[config.mk]
export PLATFORM = sky130hd
export DESIGN_NAME = led_sequencer
export DESIGN_NICKNAME = d
export VERILOG_FILES = /design/src/rtl/led_seq_pkg.sv /design/src/rtl/led_sequencer_prescaler.sv /design/src/rtl/led_sequencer.sv
export SDC_FILE = /design/constraint.sdc
export NUM_CORES = 1
export LEC_CHECK = 0
export ABC_CLOCK_PERIOD_IN_PS = 3200
export CAP_MARGIN = 20
export CORE_UTILIZATION = 41
export DETAILED_ROUTE_END_ITERATION = 10
export SLEW_MARGIN = 20
export SYNTH_ARGS = -nofsm -noshare
export SYNTH_HDL_FRONTEND = slang
export SYNTH_HIERARCHICAL = 1
export SYNTH_SLANG_ARGS = --single-unit
[constraint.sdc]
create_clock -name clk -period 3.2 [get_ports clk]
set_clock_uncertainty 0.1 [all_clocks]
set_input_delay 0.32 -clock clk [delete_from_list [all_inputs] [get_ports clk]]
set_output_delay 0.32 -clock clk [all_outputs]
set_load 0.02 [all_outputs]
[src/rtl/led_seq_pkg.sv]
// Shared encodings for the LED sequencer: pattern modes, FSM states, bounce
// direction and the per-mode start pattern.
package led_seq_pkg;

    typedef enum logic [1:0] {
        MODE_BLINK  = 2'd0,
        MODE_COUNT  = 2'd1,
        MODE_SHIFT  = 2'd2,
        MODE_BOUNCE = 2'd3
    } mode_e;

    typedef enum logic [1:0] {
        ST_IDLE  = 2'd0,
        ST_LOAD  = 2'd1,
        ST_RUN   = 2'd2,
        ST_PAUSE = 2'd3
    } state_e;

    localparam logic DIR_LEFT  = 1'b0;
    localparam logic DIR_RIGHT = 1'b1;

    localparam int unsigned MAX_LED_W = 32;

    // Returned at full width; callers cast down to their LED_W.
    function automatic logic [MAX_LED_W-1:0] start_pattern(input mode_e m);
        logic [MAX_LED_W-1:0] pat;
        pat = '0;
        if (m == MODE_SHIFT || m == MODE_BOUNCE) begin
            pat[0] = 1'b1;
        end
        return pat;
    endfunction

endpackage

[src/rtl/led_sequencer_prescaler.sv]
// Reloadable up-counter that pulses tick combinationally while run is high and
// the count sits at all-ones; the count then reloads INIT on the following edge.
module tick_prescaler #(
    parameter int unsigned    W    = 24,
    parameter logic [W-1:0]   INIT = '0
) (
    input  logic clk,
    input  logic rst,
    input  logic run,
    input  logic reload,
    output logic tick
);

    logic [W-1:0] cnt_q;
    logic [W-1:0] cnt_d;

    assign tick = run & (&cnt_q);

    always_comb begin
        cnt_d = cnt_q;
        if (reload) begin
            cnt_d = INIT;
        end else if (run) begin
            cnt_d = tick ? INIT : cnt_q + W'(1);
        end
    end

    always_ff @(posedge clk) begin
        if (rst) begin
            cnt_q <= INIT;
        end else begin
            cnt_q <= cnt_d;
        end
    end

endmodule

[src/rtl/led_sequencer.sv]
// LED pattern sequencer: FSM, pending-mode register and pattern datapath.
// led/active_mode are registered and change on the edge ending a tick cycle.
module led_sequencer
    import led_seq_pkg::*;
#(
    parameter int unsigned             PRESCALE_W    = 24,
    parameter logic [PRESCALE_W-1:0]   PRESCALE_INIT = '0,
    parameter int unsigned             LED_W         = 4
) (
    input  logic             clk,
    input  logic             rst,
    input  logic             en,
    input  logic [1:0]       mode,
    input  logic             mode_stb,
    output logic [LED_W-1:0] led,
    output logic             tick,
    output logic [1:0]       active_mode
);

    state_e            state_q;
    logic [LED_W-1:0]  led_q;
    mode_e             active_q;
    mode_e             pend_q;
    logic              pend_vld_q;
    logic              dir_q;

    logic              run;
    logic              reload;
    mode_e             next_mode;
    logic [LED_W-1:0]  start_led;
    logic [LED_W-1:0]  led_adv_d;
    logic              dir_d;

    assign run    = ~rst & en & (state_q == ST_RUN);
    assign reload = (state_q == ST_LOAD);

    tick_prescaler #(
        .W    (PRESCALE_W),
        .INIT (PRESCALE_INIT)
    ) u_prescaler (
        .clk    (clk),
        .rst    (rst),
        .run    (run),
        .reload (reload),
        .tick   (tick)
    );

    // Both LOAD and a tick with a pending request start the same pattern.
    assign next_mode = pend_vld_q ? pend_q : active_q;
    assign start_led = LED_W'(start_pattern(next_mode));

    always_comb begin
        led_adv_d = led_q;
        dir_d     = dir_q;
        unique case (active_q)
            MODE_BLINK:  led_adv_d = ~led_q;
            MODE_COUNT:  led_adv_d = led_q + LED_W'(1);
            MODE_SHIFT:  led_adv_d = {led_q[LED_W-2:0], led_q[LED_W-1]};
            MODE_BOUNCE: begin
                if (dir_q == DIR_LEFT) begin
                    if (led_q[LED_W-1]) begin
                        led_adv_d = led_q >> 1;
                        dir_d     = DIR_RIGHT;
                    end else begin
                        led_adv_d = led_q << 1;
                    end
                end else begin
                    if (led_q[0]) begin
                        led_adv_d = led_q << 1;
                        dir_d     = DIR_LEFT;
                    end else begin
                        led_adv_d = led_q >> 1;
                    end
                end
            end
        endcase
    end

    always_ff @(posedge clk) begin
        if (rst) begin
            state_q    <= ST_IDLE;
            led_q      <= '0;
            active_q   <= MODE_BLINK;
            pend_q     <= MODE_BLINK;
            pend_vld_q <= 1'b0;
            dir_q      <= DIR_LEFT;
        end else begin
            unique case (state_q)
                ST_IDLE: begin
                    led_q <= '0;
                    if (en) state_q <= ST_LOAD;
                end
                ST_LOAD: begin
                    active_q   <= next_mode;
                    pend_vld_q <= 1'b0;
                    led_q      <= start_led;
                    dir_q      <= DIR_LEFT;
                    state_q    <= ST_RUN;
                end
                ST_RUN: begin
                    if (!en) begin
                        state_q <= ST_PAUSE;
                    end else if (tick) begin
                        if (pend_vld_q) begin
                            active_q   <= pend_q;
                            led_q      <= start_led;
                            dir_q      <= DIR_LEFT;
                            pend_vld_q <= 1'b0;
                        end else begin
                            led_q <= led_adv_d;
                            dir_q <= dir_d;
                        end
                    end
                end
                ST_PAUSE: begin
                    if (en) state_q <= ST_RUN;
                end
            endcase
            // A strobe coinciding with a consuming tick stays pending for the next one.
            if (mode_stb) begin
                pend_q     <= mode_e'(mode);
                pend_vld_q <= 1'b1;
            end
        end
    end

    assign led         = led_q;
    assign active_mode = active_q;

endmodule

# After elaboration in Yosys (flattened, before gate mapping)
# Cells that the tools add are included.
# classes
reduce_logical	13
addsub	2
n_bitwise	5
eq_ne	16
mux	30
# op_table
op	n
$add 24x1->24 const B	1
$mux 24	1
$mux 4	6
$reduce_and 24->1	1
$pmux 4 s4	1
$eq 2x2->1 const B	6
$mux 2	6
$pmux 4 s3	1
$reduce_and 3->1	4
$mux 1	11
$ne 2x2->1 const B	4
$pmux 2 s4	1
$ne 3x2->1 const B	2
$reduce_bool 3->1	2
$add 4x1->4 const B	1
$eq 2x1->1 const B	2
$logic_not 2->1	2
$not 4->4	1
$pmux 1 s2	2
$pmux 2 s2	1
$reduce_and 4->1	1
$and 1x1->1	3
$ne 3x3->1 const B	1
$ne 2x1->1 const B	1
other kinds (4)	4
# totals
reg_bits	36
wordCells	73

# Logic depth before layout (Yosys ltp)
# Gate-level depths: netlist of the first run.
# depth
word_depth	8
mapped_depth	12
mapped_depth_nobuf	11

# Hierarchy
# Netlist of the first run, hierarchy kept.
# modules_own_cells
module	instances	cells_per_inst	seq_area_each_um2	area_per_inst_um2
tick_prescaler	1	144	480.5	1173.6
led_sequencer	1	106	240.2	830.8

# Worst setup path after synthesis of the first run
# Ideal clock, no wire load.
# synth_timing
path_type	flip-flop to flip-flop
from	reg state_q[0]
to	reg dir_q
setup_ns	0.086
path_stages_with_launch	12
required_time_ns	3.014
t_arrival_ns	2.458
setup_slack_ns	0.555
period_less_slack_ns	2.645
cell_sequence	dfxtp_1 > inv_1 > ha_1 > nand2b_1 > nor2_1 > clkbuf_1 > nand4_1 > nor3_1 > and2_1 > a21boi_1 > or3_1 > a221oi_2
# synth_via
elab_chain_len	5
elab_cells_between_ends	10
classes_between	eq/ne: 5; mux: 1; bitwise: 2; reduce/logical: 2
# synth_rtl
element	line_no	rtl
start, declared	led_sequencer.sv:20	state_e state_q;
start signal, assigned	led_sequencer.sv:81	state_q <= ST_IDLE;
start signal, assigned	led_sequencer.sv:91	if (en) state_q <= ST_LOAD;
start signal, assigned	led_sequencer.sv:98	state_q <= ST_RUN;
$eq 2x2->1	led_sequencer.sv:34	assign run = ~rst & en & (state_q == ST_RUN);
$and 1x1->1	led_sequencer.sv:34	
named net run	led_sequencer.sv:27	logic run;
$and 1x1->1	led_sequencer_prescaler.sv:17	assign tick = run & (&cnt_q);
named net tick	led_sequencer.sv:16	output logic tick,
$ne 2x1->1 (no line)	--	
$reduce_and 4->1 (no line)	--	
end signal, assigned	led_sequencer.sv:111	dir_q <= dir_d;
end, declared	led_sequencer.sv:25	logic dir_q;
# The timed path passes the listed nets, and every way through them passes these cells.
# A chain may end at the register's enable or synchronous reset.

# Worst setup path in the final report of the first run
# layout_timing
from	reg state_q[0]
to	out tick
# layout_via
elab_chain_len	3
# layout_rtl
element	line_no
$eq 2x2->1	led_sequencer.sv:34
$and 1x1->1	led_sequencer.sv:34
named net run	led_sequencer.sv:27
$and 1x1->1	led_sequencer_prescaler.sv:17
end, declared	led_sequencer.sv:16
# The timed path passes the listed nets, and every way through them passes these cells.

==> flow_summary.ini, run 1 <==
[cts]
ctsHtreeMaxLevel = 2
ctsHoldBuffers = 0
clockBufferDepth = 2
cts.sinks = 36
root_buffer = clkbuf_8
clock_latency_ps = 290
numCtsBuffers = 5
cts_tree = done
clk_pin_slew_ps = 70

[global_route]
grt_antenna_before_repair = 0
grt_use_met3_pct = 4.17
grtUsageMet1_pct = 24.8
grt_pass1_vias = 1528
grt_max_degree = 19
grt_pass1_wl_mm = 7.10
overflow = 0
grt_use_met2_pct = 25.4
track_usage_pct = 17.5
top_usage_layer = met2

[final_layout]
fill_cells = 471
antennaDiodeCount = 0
nets = 274
drive_gt1_share_pct = 7.25
areaGrowthSynthToFinish_pct = 14.6

[critical_path]
r2r-end = dir_q
path_delay_family = simple AND/OR/NAND/NOR gates
timing.rr.start = state_q[0]
r2r_setup_slack_ps = 710
critical_path.max_fanout = 9
r2r_cells = 10
arrival_ps = 2450
start_kind = register
max_stage_delay_ps = 640
crit_path_end_kind = primary output
cpMaxStageDelayCell = clkdlybuf4s50_1
cp.required_ps = 2780
worstSetupPathType = reg2out
path_cells = inv_1 -> ha_2 -> nand2b_1 -> nor2_1 -> nand4_1 -> nor3_1 -> and2_1 -> clkdlybuf4s50_1
critPathBufInv = 2

[timing]
finalCritPeriodShare_pct = 89.7
slew_headroom_pct = 61.8
rsz0062_at_grt = false
setup_viol = 0
max_freq_ghz = 0.348
worst_pin_slew_ps = 573
fin_crit_ps = 2870
maxSlewViolCount = 0
fin_setup_tns_ps = 0
hold_viol_final = 0

[min_path]
min_from = pend_q[0]
hold_class = reg2reg
min_to = pend_q[0]
min_path_cells = 2

[logic_synthesis]
yosys_most_used_dff = dfxtp_1
synth_mux_area_share_pct = 2.00
synth-edff-count = 0
synth-xor-area-share_pct = 4.37
syn_area_um2 = 2000
syn-num-nets = 263
netlist-cell-type-count = 49
synth_top_family_by_area = simple AND/OR/NAND/NOR gates
synth_cells = 250
synth_compound_area_share_pct = 18.7
yosysWarnings = 6
synth_fa_ha_area_share_pct = 4.37
synth-simple-area-share_pct = 31.5
ys_seq_area_share_pct = 36.0
ys_ff_latch = 36
async_flop_share_pct = 0
syn_avg_cell_area_um2 = 8.02

[pwr]
p_seq_share_pct = 46.8
totalPowerFinal_uw = 1010
p_switching_uw = 265
p_int_uw = 744
power_density_nw_per_um2 = 439
ir_drop_mv = 0.370
cellLeakagePower_uw = 0.000790
switching_share_pct = 26.2
pwr-share-comb_pct = 13.3
clkPwrFrac_pct = 39.9

[place]
io_buffers = 12
hpwl_mm = 2.89
place.gp.congestion = 0.759

[routing]
vias = 1748
route.detailed.drc = 0
wl_per_cell_um = 12.6
drt_iter0_drc = 142
via_per_inst = 5.31
drt-total-wl_mm = 4.15
ant_nets = 0
firstDrtPassIters = 4

[floorplan]
start_util_pct = 42.4
ios = 13
die_height_um = 71.9
row_count = 25
dieArea_um2 = 5170
die_width_um = 71.9
core_area_um2 = 4720

[outcome]
run_status = finished clean

[flow_run]
max-cap-violations = 0
## placed cells by master (no fill, tap or decap), types with 2 or more instances in the layout
cell type	count
and4_1	2
buf_4	2
inv_1	6
a32o_1	2
dfxtp_1	36
a21o_1	2
or2_2	3
o31ai_1	3
mux2i_1	4
nand4_1	9
nand2b_1	4
clkbuf_8	5
and2_1	4
nor3_1	2
xor2_1	9
clkdlybuf4s50_1	12
nor2b_1	4
nand3b_1	3
ha_1	6
o21ai_0	19
and3_1	4
nand3_1	16
or3_1	10
or4_1	3
nor2_1	26
nor4_1	2
nand2_1	19
a21oi_1	20
## power by group through the flow
stage | registers, µW | clock network, µW | logic (µW)
floorplan | 481 | 0 | 99.5
global route | 474 | 434 | 152
global placement | 482 | 0 | 136
CTS | 472 | 420 | 135
finish | 472 | 402 | 135
detailed placement | 482 | 0 | 135
## sequential cells by signal, indices dropped and copies added, names as in the netlist, named ones only
register / count
pend_vld_q: 1
active_mode: 1
pend_q: 2
u_prescaler/cnt_q: 24
dir_q: 1
led: 4
state_q: 2
## worst max-delay path by stage
| stage | to | startpoint | depth (start not counted) |
|---|---|---|---|
| final | tick | state_q[0] | 8 |
| after global placement | tick | en | 7 |
| after CTS | tick | state_q[0] | 8 |
| after global routing | tick | state_q[0] | 8 |
| after detailed placement | tick | en | 7 |
| after floorplan | dir_q | state_q[0] | 11 |
## kinds of logic (layout without fill, tap and decap cells)
| family | after synthesis | count (layout) |
|---|---|---|
| AO/OA/AOI/OAI | 60 | 60 |
| XOR/XNOR | 10 | 10 |
| adder cells (fa/ha/maj) | 7 | 7 |
| buffers and inverters | 16 | 28 |
| flip-flops | 36 | 36 |
| multiplexers | 4 | 4 |
| AND/OR/NAND/NOR | 117 | 117 |
## through the flow
stage                     std cells  setup slack, ps  instance area [µm²]  utilization (%)  hold WS (ps)
after detailed placement        321              396                 2180             46.2           384
after CTS                       329              229                 2290             48.6           397
after floorplan                 250              555                 2000                -           337
after global placement          321              460                 2180             46.2           383
after global routing            329             84.1                 2300             48.6           427
final                           329              330                 2300             48.6           396
## cells in the mapped netlist (2+ instances only)
cell	n	area share, %
a21o_1	2	0.75
a21oi_1	20	5.0
a32o_1	2	1.0
and2_1	4	1.2
and3_1	4	1.2
and4_1	2	0.87
buf_2	2	0.50
clkbuf_1	7	1.3
dfxtp_1	36	36
ha_1	7	4.4
inv_1	6	1.1
mux2i_1	4	2.0
nand2_1	19	3.6
nand2b_1	4	1.2
nand3_1	16	4.0
nand3b_1	3	1.1
nand4_1	9	2.8
nor2_1	26	4.9
nor2b_1	4	1.2
nor3_1	2	0.50
nor4_1	2	0.62
o21ai_0	19	4.7
o31ai_1	3	1.1
or2_2	3	0.94
or3_1	10	3.1
or4_1	3	1.1
xor2_1	9	3.9
## tightest hold or removal path, delay by kind of cell, from the launching register on
family | cells | cell delay [ps]
DFF | 1 | 330
muxes | 1 | 60
and+or+nand+nor | 1 | 70
## final cells by class
type	instances	area, µm²	area share (%)
well taps	67	83.8	3.65
inverters	6	22.5	0.980
multi-input cells	198	1220	53.3
repair buffers	14	135	5.88
clock buffers	5	68.8	3.00
flip-flops and latches	36	721	31.4
clock inverters	3	42.5	1.85
## layer usage
| metal | wire length [µm] | vias up |
|---|---|---|
| li1 | - | 929 |
| met1 | 2310 | 787 |
| met2 | 1670 | 23 |
| met3 | 97 | 9 |
| met4 | 71 | 0 |
| met5 | 0 | - |
## what timing repair did
item	4_1_cts	5_1_grt
buffers inserted	0	0
gates resized for setup	0	1
endpoints found under the hold margin	0	0
setup endpoints to repair	0	1
Note: power is estimated with default switching activity, not from simulation.
==> inputs of run 2 (changes only) <==
--- a/config.mk
+++ b/config.mk
@@ -9,6 +9,7 @@
 export CAP_MARGIN = 20
 export CORE_UTILIZATION = 41
 export DETAILED_ROUTE_END_ITERATION = 10
+export PLACE_DENSITY = 0.62
 export SLEW_MARGIN = 20
 export SYNTH_ARGS = -nofsm -noshare
 export SYNTH_HDL_FRONTEND = slang
==> run 2 against run 1 <==
Compared with the run above: sequential power about the same; final area down 1.6%; cell count down 0.30%.
==> flow_summary.ini, run 2 (same netlist as run 1, synthesis figures left out) <==
[cts]
ctsHoldBuffers = 0
postCtsResizedCells = 0
post_cts_buffers = 0
cts_tree = done
numCtsBuffers = 5
clockBufferDepth = 2
root_buffer = clkbuf_8
ctsHtreeMaxLevel = 2
cts.sinks = 36
clock_latency_ps = 280
clk_pin_slew_ps = 60

[global_route]
grt_pass1_wl_mm = 7.18
overflow = 0
grt_max_degree = 19
track_usage_pct = 17.4
grt_antenna_before_repair = 0
grt_pass1_vias = 1567

[flow_run]
max-cap-violations = 0

[routing]
drt-total-wl_mm = 4.19
ant_nets = 0
firstDrtPassIters = 4
met3_length_um = 137
route.detailed.drc = 0
drt_iter0_drc = 98
wirelength_met1_mm = 2.22
topRoutingLayerUsed = met4
via_per_inst = 5.45
wl_per_cell_um = 12.8
wl_met2_mm = 1.81
vias = 1787

[min_path]
hold_class = reg2reg

[timing]
hold_viol_final = 0
layout_setup_ws_ps = 270
whs_ps = 399
finalCritPeriodShare_pct = 91.5
max_freq_ghz = 0.341
slew_headroom_pct = 62.8
maxSlewViolCount = 0
worst_pin_slew_ps = 558
fin_crit_ps = 2930
rsz0062_at_grt = false
fin_setup_tns_ps = 0
setup_viol = 0

[critical_path]
critical_path.max_fanout = 9
worstSetupPathType = reg2out
cp.required_ps = 2780
arrival_ps = 2510
crit_path_end_kind = primary output
start_kind = register

[pwr]
power_density_nw_per_um2 = 401
pwr-share-comb_pct = 15.0
cellLeakagePower_uw = 0.000778
p_seq_share_pct = 52.1
ir_drop_mv = 0.224
clkPwrFrac_pct = 32.9
p_int_uw = 661
switching_share_pct = 27.1
p_switching_uw = 246

[place]
dp.cells = 321
place_ws_ps = 389
hpwl_mm = 2.97
io_buffers = 12
place.gp.congestion = 0.771

[floorplan]
die_width_um = 71.9
dieArea_um2 = 5170
die_height_um = 71.9
ios = 13
row_count = 25
core_area_um2 = 4720
start_util_pct = 42.4

[final_layout]
antennaDiodeCount = 0
final-seq-area_um2 = 721
multiInputGateArea_um2 = 1220
areaGrowthSynthToFinish_pct = 12.8
layout.cells.non_filler = 328
nets = 274
mostFrequentLayoutCells = dfxtp_1, nor2_1, a21oi_1, nand2_1, o21ai_0
fill_cells = 451
final_common_cell = dfxtp_1
drive_gt1_share_pct = 6.13
largest_reg_flops = 24
top_register = u_prescaler/cnt_q

[outcome]
run_status = finished clean
## run 2: power groups by stage
stage / registers (µW) / clock network [µW] / logic (µW)
floorplan: 481 / 0 / 99.5
CTS: 472 / 314 / 136
detailed placement: 483 / 0 / 136
finish: 472 / 298 / 136
global placement: 482 / 0 / 136
global route: 474 / 332 / 153
## run 2: worst max-delay path: stages (launching register included)
cell and delay (ps):
dfxtp_1 340, inv_1 100, ha_1 310, nand2b_1 120
nor2_1 140, nand4_1 110, nor3_1 230, and2_1 250
clkdlybuf4s50_1 630
## run 2: worst paths after layout
kind,depth (start not counted),slack (ps),start,to
worst max-delay path,8,270,state_q[0],tick
worst max register to register,10,620,state_q[0],dir_q
worst min-delay path,2,400,pend_q[0],pend_q[0]
worst min register to register,2,400,pend_q[0],pend_q[0]
## run 2: through the flow
stage	util, %	power [µW]	instance area (µm²)
after floorplan	-	580	2000
after global placement	46.2	618	2180
after detailed placement	46.2	618	2180
after CTS	47.9	922	2260
after global routing	47.9	959	2260
final	47.9	907	2260
## run 2: area by class of cell
| cell class | count | share of cell area (%) |
|---|---|---|
| clock buffers | 6 | 3.21 |
| clock inverters | 1 | 0.221 |
| inverters | 6 | 0.996 |
| multi-input cells | 198 | 54.0 |
| flip-flops and latches | 36 | 31.9 |
| well taps | 67 | 3.71 |
| repair buffers | 14 | 5.98 |
## run 2: per-layer routing
layer | global-route usage (%) | up-vias
met4 | 3.92 | 0
li1 | - | 929
met5 | 0 | -
met2 | 26.6 | 32
met3 | 4.17 | 2
met1 | 24.9 | 824
